<file path="src/rtl/fencing_action_ctrl.sv">
// Per-player fencing action controller: latches IR buttons between frame strobes, advances the
// action FSM once per accepted strobe and publishes a registered snapshot with a valid pulse.
module fencing_action_ctrl #(
    parameter int X_W            = 11,
    parameter int Y_W            = 10,
    parameter int HEALTH_W       = 3,
    parameter int HEALTH_INIT    = 5,
    parameter int LUNGE_FRAMES   = 2,
    parameter int ATTACK_FRAMES  = 30,
    parameter int BLOCK_FRAMES   = 60,
    parameter int RECOVER_FRAMES = 20
) (
    input  logic                clk_pixel_in,
    input  logic                rst_n_in,
    input  logic                ir_valid_in,
    input  logic                block_in,
    input  logic                lunge_in,
    input  logic                release_in,
    input  logic                step_in,
    input  logic [X_W-1:0]      saber_x_in,
    input  logic [Y_W-1:0]      saber_y_in,
    input  logic                sabers_colliding_in,
    input  logic                attack_hit_in,
    input  logic                opponent_scored_in,
    output logic [1:0]          saber_state_out,
    output logic [X_W-1:0]      attack_x_out,
    output logic [Y_W-1:0]      attack_y_out,
    output logic [HEALTH_W-1:0] health_out,
    output logic                scored_out,
    output logic                game_over_out,
    output logic                data_out_valid
);
    typedef enum logic [2:0] {
        ST_REST, ST_LUNGE, ST_BLOCK, ST_ATTACK, ST_SCORE, ST_RECOVER, ST_DEAD
    } state_t;

    localparam int MAX_AB     = (ATTACK_FRAMES > BLOCK_FRAMES) ? ATTACK_FRAMES : BLOCK_FRAMES;
    localparam int MAX_LR     = (LUNGE_FRAMES > RECOVER_FRAMES) ? LUNGE_FRAMES : RECOVER_FRAMES;
    localparam int MAX_FRAMES = (MAX_AB > MAX_LR) ? MAX_AB : MAX_LR;
    localparam int FC_W       = $clog2(MAX_FRAMES + 1);

    localparam logic [FC_W-1:0]     LUNGE_LAST   = FC_W'(LUNGE_FRAMES - 1);
    localparam logic [FC_W-1:0]     ATTACK_LAST  = FC_W'(ATTACK_FRAMES - 1);
    localparam logic [FC_W-1:0]     BLOCK_LAST   = FC_W'(BLOCK_FRAMES - 1);
    localparam logic [FC_W-1:0]     RECOVER_LAST = FC_W'(RECOVER_FRAMES - 1);
    localparam logic [HEALTH_W-1:0] HEALTH_RST   = HEALTH_W'(HEALTH_INIT);

    state_t              state;
    logic [FC_W-1:0]     fc;
    logic [HEALTH_W-1:0] health;
    logic [X_W-1:0]      atk_x;
    logic [Y_W-1:0]      atk_y;
    logic                block_l, lunge_l, release_l;
    logic                step_d;

    logic                step_ok, block_now, lunge_now, release_now;
    logic [HEALTH_W-1:0] health_nx;

    // A strobe directly after an accepted one is dropped; a same-cycle IR sample joins the step.
    assign step_ok     = step_in && !step_d;
    assign block_now   = block_l   || (ir_valid_in && block_in);
    assign lunge_now   = lunge_l   || (ir_valid_in && lunge_in);
    assign release_now = release_l || (ir_valid_in && release_in);
    assign health_nx   = (opponent_scored_in && health != '0) ? health - 1'b1 : health;

    function automatic logic [1:0] encode(input state_t s);
        case (s)
            ST_LUNGE:  return 2'b01;
            ST_BLOCK:  return 2'b10;
            ST_ATTACK: return 2'b11;
            default:   return 2'b00;
        endcase
    endfunction

    always_ff @(posedge clk_pixel_in or negedge rst_n_in) begin
        if (!rst_n_in) begin
            state           <= ST_REST;
            fc              <= '0;
            health          <= HEALTH_RST;
            atk_x           <= '0;
            atk_y           <= '0;
            block_l         <= 1'b0;
            lunge_l         <= 1'b0;
            release_l       <= 1'b0;
            step_d          <= 1'b0;
            saber_state_out <= 2'b00;
            attack_x_out    <= '0;
            attack_y_out    <= '0;
            health_out      <= HEALTH_RST;
            scored_out      <= 1'b0;
            game_over_out   <= 1'b0;
            data_out_valid  <= 1'b0;
        end else begin
            step_d         <= step_ok;
            data_out_valid <= step_d;

            if (step_ok) begin
                block_l   <= 1'b0;
                lunge_l   <= 1'b0;
                release_l <= 1'b0;
            end else if (ir_valid_in) begin
                block_l   <= block_l   | block_in;
                lunge_l   <= lunge_l   | lunge_in;
                release_l <= release_l | release_in;
            end

            // fc counts up by default; every transition below restarts it at zero.
            if (step_ok) begin
                health <= health_nx;
                fc     <= fc + 1'b1;
                if (health_nx == '0 && state != ST_DEAD) begin
                    state <= ST_DEAD;
                    fc    <= '0;
                end else begin
                    case (state)
                        ST_REST: begin
                            if (block_now) begin
                                state <= ST_BLOCK;
                                fc    <= '0;
                            end else if (lunge_now) begin
                                state <= ST_LUNGE;
                                fc    <= '0;
                                atk_x <= saber_x_in;
                                atk_y <= saber_y_in;
                            end
                        end
                        ST_BLOCK: begin
                            if (release_now) begin
                                state <= ST_REST;
                                fc    <= '0;
                            end else if (fc == BLOCK_LAST) begin
                                state <= ST_RECOVER;
                                fc    <= '0;
                            end
                        end
                        ST_LUNGE: begin
                            if (fc == LUNGE_LAST) begin
                                state <= ST_ATTACK;
                                fc    <= '0;
                            end
                        end
                        ST_ATTACK: begin
                            if (release_now && attack_hit_in) begin
                                state <= ST_SCORE;
                                fc    <= '0;
                            end else if (sabers_colliding_in || release_now || fc == ATTACK_LAST) begin
                                state <= ST_RECOVER;
                                fc    <= '0;
                            end
                        end
                        ST_SCORE: begin
                            state <= ST_RECOVER;
                            fc    <= '0;
                        end
                        ST_RECOVER: begin
                            if (fc == RECOVER_LAST) begin
                                state <= ST_REST;
                                fc    <= '0;
                            end
                        end
                        default: ;
                    endcase
                end
            end

            if (step_d) begin
                saber_state_out <= encode(state);
                attack_x_out    <= (state == ST_LUNGE || state == ST_ATTACK) ? atk_x : '0;
                attack_y_out    <= (state == ST_LUNGE || state == ST_ATTACK) ? atk_y : '0;
                health_out      <= health;
                scored_out      <= (state == ST_SCORE);
                game_over_out   <= (health == '0);
            end
        end
    end
endmodule

</file>
<file path="config.mk">
export PLATFORM = sky130hd
export DESIGN_NAME = fencing_action_ctrl
export DESIGN_NICKNAME = d
export VERILOG_FILES = /design/src/rtl/fencing_action_ctrl.sv
export SDC_FILE = /design/constraint.sdc
export NUM_CORES = 1
export LEC_CHECK = 0
export CORE_UTILIZATION = 45
export CTS_CLUSTER_SIZE = 14
export DETAILED_ROUTE_END_ITERATION = 8
export PLACE_DENSITY = 0.71
export RECOVER_POWER = 25
export SYNTH_ARGS = -nofsm -noshare
export SYNTH_HDL_FRONTEND = slang
export SYNTH_SLANG_ARGS = --single-unit
</file>
<file path="constraint.sdc">
create_clock -name clk_pixel_in -period 3.25 [get_ports clk_pixel_in]
set_input_delay 0.65 -clock clk_pixel_in [delete_from_list [all_inputs] [get_ports clk_pixel_in]]
set_output_delay 0.65 -clock clk_pixel_in [all_outputs]
set_load 0.02 [all_outputs]
</file>
==> impl_metrics.json <==
{
  "status": "complete, but fails checks",
  "failed_checks": "capacitance limit, slew limit",
  "ant_nets": 0,
  "async_flop_share_pct": 100,
  "wl_um": 5650,
  "cts_tree": "yes",
  "clk_pin_slew_ns": 0.08,
  "ys_ff_latch": 66,
  "period_needed_ns": 2.66,
  "clk_latency_ns": 0.34,
  "end_kind": "flip-flop",
  "crit_chain": "inv_1, ha_1, ha_1, nand2b_1, a31oi_2, o31ai_4, nor4b_4, buf_12, mux2_2",
  "final_layout_size_suffix_gt1_share_pct": 21.9,
  "post_cts_buffers": 0,
  "pwr-share-seq_pct": 43.1,
  "die_area_mm2": 0.00688,
  "p_total_w": 0.00291,
  "pre_cts_ws_ns": 0.572,
  "overflow": 0,
  "root_buffer": "clkbuf_8",
  "worstMarginPinSlew_ns": 2.04,
  "p_clk_share_pct": 24.0,
  "netSwitchingPower_w": 0.000939,
  "yosysWarnings": 0,
  "yosysSeqAreaShare_pct": 56.2,
  "grt_busiest_layer": "met1",
  "nNetsFinal": 313,
  "synthesis.area_mm2": 0.00295,
  "synth.largest_area_cell": "dfrtp_1",
  "wl_per_cell_um": 15.7,
  "cpMaxStageDelayCell": "dfstp_2",
  "setup_viol": 0,
  "portBuffers": 59,
  "yosys_most_used_dff": "dfrtp_1",
  "hold_buffers": 0,
  "fin_hold_ws_ns": 0.487,
  "firstDrtPassIters": 4,
  "core_mm2": 0.00635,
  "grtUsageMet2_pct": 24.8,
  "critical_path_arrival_ns": 2.89,
  "cp_data_required_time_ns": 3.48,
  "antenna_cells": 0,
  "row_count": 29,
  "yosysTopAreaCellShare_pct": 52.6,
  "antenna_found_initial": 0,
  "area_delta_synth_final_pct": 28.2,
  "cts_made_buffers": 9,
  "drt-vias-per-instance": 5.39,
  "period_share_pct": 81.9,
  "synth_area_leaders": "dfrtp_1 53%, mux2_4 10%, a22o_1 6.2%, dfstp_2 3.6%, buf_6 1.9%",
  "p_per_area_mw_per_mm2": 770,
  "drt_iter0_drc": 197,
  "max_slew_margin_pct": -36.1,
  "max_freq_mhz": 376,
  "ys_top_cells_by_count": "62 x dfrtp_1, 21 x a22o_1, 20 x mux2_4",
  "p_comb_share_pct": 32.9,
  "grt_use_total_pct": 17.7,
  "irDropWorstVdd_mv": 0.518,
  "grt.met3_usage_pct": 4.87,
  "cp_max_fo": 21,
  "htree_levels": 3,
  "initial_core_util_pct": 46.4,
  "post_cts_resized": 0,
  "cts_sinks": 66,
  "hpwlAfterDp_um": 3820,
  "grt_max_degree": 41,
  "synthCells": 215,
  "maxCapViolations": 1,
  "drc": 0,
  "grt_pass1_wl_um": 9680,
  "avgSynthCellArea_um2": 13.7,
  "synth_fp_nets": 250,
  "p_int_w": 0.00197,
  "rsz0062_at_grt": "no",
  "grt_use_met1_pct": 26.6,
  "setup-tns-final_ns": 0,
  "drv_slew": 41,
  "synth_most_common_cell": "dfrtp_1",
  "die_w_um": 82.9,
  "cp-start-kind": "flip-flop",
  "setup_slack_ns": 0.588,
  "die_h_um": 82.9,
  "hp-class": "flip-flop to flip-flop",
  "hold_viol": 0,
  "ff2ff_setup_slack_ns": 0.59,
  "clock_skew_ns": 0.0134,
  "path_class": "flip-flop to flip-flop",
  "synth_edf_count": 0,
  "gp_congestion": 0.833,
  "grt_pass1_vias": 1887,
  "clockBufferDepth": 2,
  "dr_total_vias": 1939,
  "synthDistinctLibCells": 53,
  "p_sw_share_pct": 32.2,
  "critPathMostFrequentCell": "ha_1",
  "max_stage_delay_ns": 0.57,
  "ios": 60,
  "leakagePower_nw": 1.67
}
-- worst paths after layout --
path,from,endpoint,cells past startpoint
worst max-delay path,health[0],atk_y[0],9
worst min-delay path,saber_state_out[0],saber_state_out[0],1
worst max register to register,health[0],atk_y[0],9
worst min register to register,saber_state_out[0],saber_state_out[0],1
max in group asynchronous,rst_n_in,attack_x_out[2],1
min in group asynchronous,rst_n_in,atk_y[6],1
-- power groups by stage --
stage | Clock [W] | Sequential, W | Combinational [W]
after floorplan | 0 | 0.00130 | 0.000607
after global placement | 0 | 0.00126 | 0.000942
after detailed placement | 0 | 0.00127 | 0.000961
after CTS | 0.000718 | 0.00126 | 0.000964
after global routing | 0.000757 | 0.00129 | 0.00104
final | 0.000699 | 0.00125 | 0.000958
-- critical path: cells and delay by family, from the launching register on --
kind            cells  cell delay [ns]
mux                 1             0.36
flops               1             0.57
buf+inv             2             0.31
simple gates        2             0.51
fa+ha+maj           2             0.39
compound gates      2             0.39
-- sequential cells by signal (all words and copies together) (netlist names), 2 cells and up --
name	flops
saber_state_out	2
health	3
atk_x	11
fc	6
attack_y_out	10
state	3
atk_y	10
attack_x_out	11
health_out	3
-- area by class of cell --
| class | instances | area (µm²) |
|---|---|---|
| fillers | 505 | 2570 |
| flip-flops and latches | 66 | 1660 |
| multi-input cells | 128 | 1150 |
| repair buffers | 63 | 627 |
| clock buffers | 11 | 141 |
| well taps | 77 | 96.3 |
| clock inverters | 5 | 62.6 |
| inverters | 10 | 41.3 |
-- cell families (layout without fill, tap and decap cells) --
| family | Yosys count | after routing | synth area share, % |
|---|---|---|---|
| AND/OR/NAND/NOR | 43 | 43 | 9.25 |
| adder cells (fa/ha/maj) | 4 | 4 | 1.70 |
| XOR/XNOR | 5 | 5 | 1.49 |
| flip-flops | 66 | 66 | 56.2 |
| AO/OA/AOI/OAI | 50 | 50 | 14.1 |
| multiplexers | 26 | 26 | 12.4 |
| buffers and inverters | 21 | 89 | 4.80 |
-- per-stage QoR --
step	std cells	utilization (%)	instance area, µm²
floorplan	215	-	2950
global placement	344	56.3	3580
detailed placement	344	56.3	3580
CTS	360	59.5	3780
global route	360	59.5	3780
finish	360	59.5	3780
-- layer usage --
metal | share of wire [%] | routed length, µm
met5 | 0 | 0
met4 | 0.96 | 54
met3 | 3.5 | 199
met2 | 46 | 2580
met1 | 50 | 2820
-- cell usage in the layout (no fill, tap or decap), drive strengths merged, types with 4 or more instances in the layout --
cell           instances
dfstp                  4
a22o                  21
nor3                   6
clkbuf                12
ha                     4
a21oi                  6
buf                    4
nand2                 11
nor2                  10
inv                   10
clkdlybuf4s50         58
mux2                  25
dfrtp                 62
No activity file was read; power rests on OpenSTA's default activity.
